===== config.mk =====
export PLATFORM = sky130hd
export DESIGN_NAME = acc_writeback
export DESIGN_NICKNAME = d
export VERILOG_FILES = /design/src/rtl/acc_writeback.sv
export SDC_FILE = /design/constraint.sdc
export NUM_CORES = 1
export LEC_CHECK = 0
export BUFFER_PORTS_ARGS = -buffer_cell sky130_fd_sc_hd__buf_2
export CELL_PAD_IN_SITES_DETAIL_PLACEMENT = 1
export CELL_PAD_IN_SITES_GLOBAL_PLACEMENT = 2
export CORE_ASPECT_RATIO = 1.25
export CORE_UTILIZATION = 45
export DETAILED_ROUTE_END_ITERATION = 10
export PLACE_DENSITY_LB_ADDON = 0.1
export RECOVER_POWER = 25
export SETUP_SLACK_MARGIN = 0.1
export SYNTH_ARGS = -nofsm -noshare
export SYNTH_HDL_FRONTEND = slang
export SYNTH_SLANG_ARGS = --single-unit

===== constraint.sdc =====
create_clock -name clk -period 8.1 [get_ports clk]
set_clock_uncertainty 0.2 [all_clocks]
set_input_delay 1.62 -clock clk [delete_from_list [all_inputs] [get_ports clk]]
set_output_delay 1.62 -clock clk [all_outputs]
set_load 0.005 [all_outputs]

===== src/rtl/acc_writeback.sv =====
// -----------------------------------------------------------------------------
// acc_writeback
//   Downstream stage of the MAC array. Each lane's accumulator is requantized
//   to W bits (arithmetic right shift, optional ReLU, saturation), the lane
//   group is queued in a small FIFO, and the valid lanes are serialized one
//   byte per transfer to the output memory at an auto-incrementing address.
//
// Ports
//   clk        in   rising-edge clock
//   rst        in   asynchronous reset, active-low
//   acc_in_0..3 in  per-lane signed accumulators (ACC_W)
//   valid_in   in   per-lane result valid; a nonzero value captures a group
//   shift      in   right-shift amount, sampled with valid_in
//   relu_en    in   clamp negatives to 0, sampled with valid_in
//   start      in   1-cycle pulse: flush, load base_addr, clear overflow
//   base_addr  in   first write address, sampled on start
//   wr_valid   out  write request
//   wr_ready   in   memory accepts the write
//   wr_addr    out  write address
//   wr_data    out  write data (signed)
//   busy       out  results pending anywhere in the block
//   overflow   out  sticky: a lane group was dropped on a full FIFO
//   count      out  FIFO occupancy
// -----------------------------------------------------------------------------
module acc_writeback #(
   parameter int ACC_W  = 16,
   parameter int W      = 8,
   parameter int DEPTH  = 8,
   parameter int ADDR_W = 8
) (
   input  logic                     clk,
   input  logic                     rst,
   input  logic [ACC_W-1:0]         acc_in_0,
   input  logic [ACC_W-1:0]         acc_in_1,
   input  logic [ACC_W-1:0]         acc_in_2,
   input  logic [ACC_W-1:0]         acc_in_3,
   input  logic [3:0]               valid_in,
   input  logic [3:0]               shift,
   input  logic                     relu_en,
   input  logic                     start,
   input  logic [ADDR_W-1:0]        base_addr,
   output logic                     wr_valid,
   input  logic                     wr_ready,
   output logic [ADDR_W-1:0]        wr_addr,
   output logic [W-1:0]             wr_data,
   output logic                     busy,
   output logic                     overflow,
   output logic [$clog2(DEPTH):0]   count
);

   localparam int N_MACS = 4;
   localparam int PTR_W  = $clog2(DEPTH);
   localparam int CNT_W  = PTR_W + 1;
   localparam int LANE_W = $clog2(N_MACS);
   localparam logic [CNT_W-1:0] FULL = CNT_W'(DEPTH);
   localparam logic signed [ACC_W-1:0] SAT_HI = ACC_W'((2 ** (W - 1)) - 1);
   localparam logic signed [ACC_W-1:0] SAT_LO = ~SAT_HI;

   typedef enum logic {IDLE, EMIT} state_t;

   function automatic logic [W-1:0] quantize(input logic [ACC_W-1:0] acc,
                                             input logic [3:0]       sh,
                                             input logic             relu);
      logic signed [ACC_W-1:0] v;
      v = $signed(acc) >>> sh;
      if (relu && v < 0) v = '0;
      if (v > SAT_HI)      v = SAT_HI;
      else if (v < SAT_LO) v = SAT_LO;
      return v[W-1:0];
   endfunction

   logic [ACC_W-1:0]      acc [N_MACS];
   assign acc[0] = acc_in_0;
   assign acc[1] = acc_in_1;
   assign acc[2] = acc_in_2;
   assign acc[3] = acc_in_3;

   // Stage 1: quantized lane group
   logic                  s1_valid;
   logic [N_MACS-1:0]     s1_mask;
   logic [N_MACS*W-1:0]   s1_data;

   // FIFO
   logic [N_MACS-1:0]     mem_mask [DEPTH];
   logic [N_MACS*W-1:0]   mem_data [DEPTH];
   logic [PTR_W-1:0]      wr_ptr, rd_ptr;

   // Output side
   state_t                state_q, state_d;
   logic [N_MACS-1:0]     buf_mask;
   logic [N_MACS*W-1:0]   buf_data;
   logic [N_MACS-1:0]     low_bit;
   logic [LANE_W-1:0]     sel;
   logic                  last_lane, xfer, pop, push_ok;

   // NOTE: sequential state uses non-blocking assignments so every register
   // sees the pre-edge values of the others, independent of statement order.
   always_ff @(posedge clk or negedge rst) begin
      if (!rst) begin
         s1_valid <= 1'b0;
         s1_mask  <= '0;
         s1_data  <= '0;
      end else if (start) begin
         s1_valid <= 1'b0;
      end else begin
         s1_valid <= |valid_in;
         if (|valid_in) begin
            s1_mask <= valid_in;
            for (int i = 0; i < N_MACS; i++)
               s1_data[i*W +: W] <= quantize(acc[i], shift, relu_en);
         end
      end
   end

   // Lowest remaining lane: two's-complement isolates the least significant set bit.
   assign low_bit   = buf_mask & (~buf_mask + 1'b1);
   assign last_lane = (buf_mask == low_bit);
   assign xfer      = (state_q == EMIT) && wr_ready;

   always_comb begin
      sel = '0;
      for (int i = N_MACS - 1; i >= 0; i--)
         if (buf_mask[i]) sel = LANE_W'(i);
   end

   // NOTE: every signal written here gets a default first, so no path leaves
   // it unassigned and no latch is inferred.
   always_comb begin
      state_d = state_q;
      pop     = 1'b0;
      case (state_q)
         IDLE: if (count != '0) begin
            pop     = 1'b1;
            state_d = EMIT;
         end
         EMIT: if (xfer && last_lane) begin
            if (count != '0) pop = 1'b1;   // refill with no bubble
            else             state_d = IDLE;
         end
         default: state_d = IDLE;
      endcase
      if (start) begin
         state_d = IDLE;
         pop     = 1'b0;
      end
   end

   // A full FIFO still takes the entry when the head leaves in the same cycle.
   assign push_ok = s1_valid && !start && ((count < FULL) || pop);

   // NOTE: the FIFO storage has no reset; occupancy and pointers alone define
   // which entries are meaningful, so clearing the array would be wasted logic.
   always_ff @(posedge clk) begin
      if (push_ok) begin
         mem_mask[wr_ptr] <= s1_mask;
         mem_data[wr_ptr] <= s1_data;
      end
   end

   always_ff @(posedge clk or negedge rst) begin
      if (!rst) begin
         wr_ptr   <= '0;
         rd_ptr   <= '0;
         count    <= '0;
         state_q  <= IDLE;
         buf_mask <= '0;
         buf_data <= '0;
         wr_addr  <= '0;
         overflow <= 1'b0;
      end else begin
         state_q <= state_d;
         if (start) begin
            wr_ptr   <= '0;
            rd_ptr   <= '0;
            count    <= '0;
            wr_addr  <= base_addr;
            overflow <= 1'b0;
         end else begin
            if (push_ok) wr_ptr <= wr_ptr + 1'b1;
            if (pop)     rd_ptr <= rd_ptr + 1'b1;
            count <= count + CNT_W'(push_ok) - CNT_W'(pop);
            if (xfer) wr_addr <= wr_addr + 1'b1;
            if (s1_valid && !push_ok) overflow <= 1'b1;
         end
         if (pop) begin
            buf_mask <= mem_mask[rd_ptr];
            buf_data <= mem_data[rd_ptr];
         end else if (xfer) begin
            buf_mask <= buf_mask & ~low_bit;
         end
      end
   end

   assign wr_valid = (state_q == EMIT);
   assign wr_data  = wr_valid ? buf_data[sel*W +: W] : '0;
   assign busy     = s1_valid || (count != '0) || (state_q == EMIT);

endmodule

# Yosys cells after proc, flatten, opt, wreduce, memory -nomap -nowiden
# Memory sizes are Yosys's and may differ from the RTL's. A register that Yosys moved wholly into a read port is not among the register bits.
# Index checks and enable logic that the tools add are counted.
# word_totals
latchBits,0
mem_count,2
mem_bits_ro,0
input_bits,85
ff_bits,61
ramBits,288
# classes
n_addsub,6
div,0
multipliers,0
mux,46
shifts,5
magnitude_cmp,13
bitwise_logic,6
eq_ne,1
n_reduce_logical,23
# memory_table
memory,depth,word_bits,rd,rd_clocked_by_memory_dff,wr,line_no,text
mem_data,8,32,1,1,1,85,logic [N_MACS*W-1:0] mem_data [DEPTH];
mem_mask,8,4,1,0,1,84,logic [N_MACS-1:0] mem_mask [DEPTH];
# ops
cell,count
16-bit two-way mux,12
8-bit two-way mux,11
16-bit by 8-bit > comparator with 1-bit output (second input constant),4
16-bit by 1-bit less-than comparator with 1-bit output (second input constant),4
16-bit by 8-bit less-than comparator with 1-bit output (second input constant),4
16-bit by 4-bit >>> shifter with 16-bit output,4
32-bit by 6-bit variable part select with 8-bit output,1
3-bit two-way mux,4
4-bit two-way mux,3
1-bit two-way mux,10
2-bit nonzero test,5
1-bit logical AND,9
8-bit by 1-bit adder with 8-bit output (second input constant),1
4-bit AND,2
2-bit two-way mux,4
4-bit inverter,2
3-bit by 1-bit adder with 3-bit output (second input constant),2
4-bit by 1-bit adder with 4-bit output,1
4-bit by 1-bit adder with 4-bit output (second input constant),1
4-bit == test,1
4-bit less-than comparator (second input constant),1
1-bit one-hot mux with 2 select lines,2
4-bit nonzero test,1
4-bit OR reduction,1
other kinds (5),10

# Depth between registers and ports, before layout
# depth
ltp_word,14
mapped_depth,12
mapped_depth_nobuf,12

# Worst setup path before layout
# No wires, ideal clock.
# synth_path
path_kind,input -> register
from,in wr_ready
to,"mem mem_data[2][0] (netlist name), enable pin"
t_required_ps,7367
cell_stages,5
arrival_ps,6148
path_buffers,0
path_slack_ps,1220
setup_time_ps,533
path_cell_list,inv_1 -> o21a_1 -> o21ai_0 -> nand3b_1 -> nor4b_1
# synth_between
elab_chain_len,9
# synth_lines
item,line_no,text
"start, declared",43,"input logic wr_ready,"
1-bit logical AND,118,assign xfer = (state_q == EMIT) && wr_ready;
1-bit logical AND,136,EMIT: if (xfer && last_lane) begin
1-bit two-way mux,136,
1-bit one-hot mux with 2 select lines,131,case (state_q)
1-bit two-way mux,142,if (start) begin
1-bit logical OR,149,assign push_ok = s1_valid && !start && ((count < FULL) || pop);
1-bit logical AND,149,
1-bit two-way mux,154,if (push_ok) begin
1-bit two-way mux (not written as such),156,mem_data[wr_ptr] <= s1_data;
"end, declared",85,
# No other way between the ends.

# Worst setup path in the final report
# layout_path
from,in start
to,reg s1_data[15]
# layout_between
elab_chain_len,2
# layout_lines
item,line_no,text
"start, declared",40,"input logic start,"
1-bit inverter (no line),-,
2-bit AND reduction (no line),-,
"end signal, assigned by index",110,"s1_data[i*W +: W] <= quantize(acc[i], shift, relu_en);"
"end, declared",81,logic [N_MACS*W-1:0] s1_data;
# No other way between the ends.
# A chain may end at the register's enable or synchronous reset.

==> impl_results.md <==
- Power density cells: ~280 nW/µm²
- Total GRT Usage: a little over a fifth
- Register Area: around 11000 µm²
- Htree depth: 2
- Max_cap viols: 0
- Root Driver: clkbuf_16
- Clock Sink Count: between 300 and 400
- Core area: ~40000 µm²
- Area of the die: 41330 µm²
- Worst min-delay path startpoint: overflow
- Die Wd: between 150 and 200 µm
- Syn_nets: about 1300
- Commonest non-fill, non-tap cell in the layout: edfxtp_1
- Arr. time, crit path: ~4.6 ns
- Initial drt markers: ~550
- Post-synthesis mux area share: a little over a fifth
- Synthesized area: 18230 µm²
- Clock transition at path regs: approximately 0.060 ns
- Worst Tran Pin Value: 0.9708 ns
- Xor and xnor area share after synthesis: 0.5284%
- Largest family of logic cells by synthesized area: multiplexers
- # rows: slightly above 80
- Fmax achieved: roughly 0.23 GHz
- Async S/R FF share, synth: about a quarter
- Critical path's slowest cell: or2_2
- WL final: 43480 µm
- Longest Clk Path Bufs: 3
- First-pass GRT wire length: 68000 µm
- TritonRoute pass-1 iters: 5
- Post-synth EDFFs: ~290
- Vias in the first global route: ~11000
- Initial antenna violation count: 0
- Global route overflow: 0
- Seq/Total Area, Yosys: between 60% and 70%
- RSZ-0062 raised after global routing: no
- Post-Synth Adder-Cell Area: less than 1%
- Worst R2R Start: buf_mask[2]
- WL per Instance: ~24 µm
- Yosys warns: 0
- Largest net degree at the start of global routing: 74
- CTS Buf Count: 35
- Commonest non-fill, non-tap cells in the layout: edfxtp_1 (288), mux4_2 (125), buf_2 (104)
- Initial core utilization: a little under half
- CP cell instances: buf_2, or2_2, inv_1, nand2_1, nor4_1, a31oi_1, o21ai_0
- Setup violators final: 0
- Final Critical Period: 4.420 ns
- Seq cells post-synth: 381
- Main area contributors after synthesis: edfxtp_1 (47%), mux4_2 (15%), dfrtp_1 (13%), mux2i_1 (4.2%), nand2_1 (1.8%)
- Hold buffers post-CTS: 0
- CP Max Fanout: 34
- Share of cells above drive strength 1: about 28%
- Outcome: finished clean
- Fill cell count: ~3900
- Multi-input gate area: between 6000 and 7000 µm²
- Critical Setup Path Class: in2reg
- Distinct cells, synth: between 60 and 70
- Simple-gate area share of the yosys netlist: between 6 and 7%
- DP Area: about 19000 µm²
- Syn Inst Count: ~1200
- Crit path from: start
- # port buffers: 107
- Synth top area share: a little under half
- Relative slew margins: between 30% and 40%
- DRC Markers: 0
- Final worst slack: 3.680 ns
- Endpoints failing hold: 0
- CP required: between 8 and 9 ns
- Total leakage power: 0.007094 µW
- Via count: 10750
- Setup crit end kind: flip-flop
- Commonest register cell after synthesis: edfxtp_1
- Post-DR vias/cell: slightly below 6
- DP Wirelength: 26840 µm
- Ports: around 110
- CP max stage delay: approximately 0.74 ns
- Hold slack: 0.3137 ns
- Critical Path Start Type: primary input
- Worst Hold Class: reg2reg
- Avg Cell Area, Syn: approximately 15 µm²
- Post-route ant nets: 0
- Nets: 1371
- GP Congestion: approximately 0.77
- Final instance area: 20370 µm²
- Compound-Gate Fraction of Synth Area: approximately 7.7%
- Die Ht: 227.0 µm
- Period Utilization, post-route: roughly 55%
- Worst-Skew Late Latency: 0.54 ns
- Setup repair bufs after CTS: 0
- Post-cts resize count: 0
- Synth area leader: edfxtp_1
- Ant. Diodes: 0
- TNS Setup: 0 ns
- Final Max Slew Viols: 0
- CTS tree: built
- Area growth syn-to-layout: 11.70%
- Place WS: approximately 3 ns
- Peak supply drop: 0.0001306 V
==> routing by layer <==
| layer | share of wire, % | routed length (µm) | GRT usage, % | vias up |
|---|---|---|---|---|
| met5 | 0 | 0 | 0 | - |
| met4 | 2.0 | 849 | 5.882 | 0 |
| met3 | 3.2 | 1400 | 2.064 | 52 |
| met2 | 52 | 22620 | 39.20 | 243 |
| met1 | 43 | 18610 | 27.95 | 5561 |
| li1 | - | - | - | 4892 |
==> power breakdown <==
| part | total (µW) | internal (µW) | switching, µW |
|---|---|---|---|
| Sequential | 2590 | 2340 | 254 |
| Combinational | 1330 | 671 | 659 |
| Clock | 1720 | 993 | 726 |
| Total | 5640 | 4000 | 1640 |
==> synthesized netlist by cell type, drive strengths merged, types with 4 or more instances <==
master / n
edfxtp: 288
mux4: 125
dfrtp: 93
nand2: 88
nor2: 82
mux2i: 76
a21oi: 62
buf: 46
o21ai: 46
clkbuf: 45
mux2: 30
and2: 15
inv: 15
a221o: 14
a211oi: 13
and3: 10
nor3: 10
nand3: 9
nor2b: 9
o22ai: 9
a31oi: 8
ha: 8
xor2: 8
nand2b: 7
o22a: 7
a211o: 6
a21o: 6
or2: 6
nor4: 5
o21a: 5
o31ai: 5
a311oi: 4
nand4: 4
nor4b: 4
==> per-stage QoR <==
| step | power [µW] | util (%) | std cells |
|---|---|---|---|
| after floorplan | 3542 | - | 1204 |
| after global placement | 3963 | 47.89 | 1744 |
| after detailed placement | 3997 | 47.89 | 1744 |
| after CTS | 5721 | 50.90 | 1808 |
| after global routing | 5909 | 50.90 | 1808 |
| final | 5642 | 50.90 | 1808 |
==> area by class of cell <==
type / instances / area share, %
clock buffers: 39 / 4.528
well taps: 504 / 3.096
flip-flops and latches: 381 / 53.92
multi-input cells: 717 / 33.39
inverters: 15 / 0.2765
clock inverters: 25 / 1.382
repair buffers: 127 / 3.404
==> critical path: cells and delay by family <==
kind / cells / cell delay [ns]
compound gates: 2 / 0.74
buf+inv: 2 / 1.08
simple gates: 3 / 1.15
==> cell families (layout without fill, tap and decap cells) <==
kind of cell | Yosys count | after routing
compound gates | 209 | 209
xor+xnor | 11 | 11
buf+inv | 106 | 206
mux | 231 | 231
simple gates | 256 | 256
flops | 381 | 381
fa+ha+maj | 10 | 10
==> flip-flops by register name, summed over array words and instances (netlist names) <==
register	cells
buf_data	32
s1_data	32
buf_mask	4
rd_ptr	3
s1_mask	4
wr_ptr	3
count	4
overflow	1
wr_addr	8
wr_valid	1
s1_valid	1
mem_data	256
mem_mask	32
==> final timing paths <==
path	slack, ns	end	cells after the start
worst max-delay path	3.68	s1_data[15]	7
worst min-delay path	0.31	overflow	2
worst max register to register	4.13	mem_mask[5][0]	7
worst min register to register	0.31	overflow	2
max in group asynchronous	5.47	rd_ptr[0]	2
min in group asynchronous	0.85	buf_data[12]	1
Note: power is estimated with default switching activity, not from simulation.
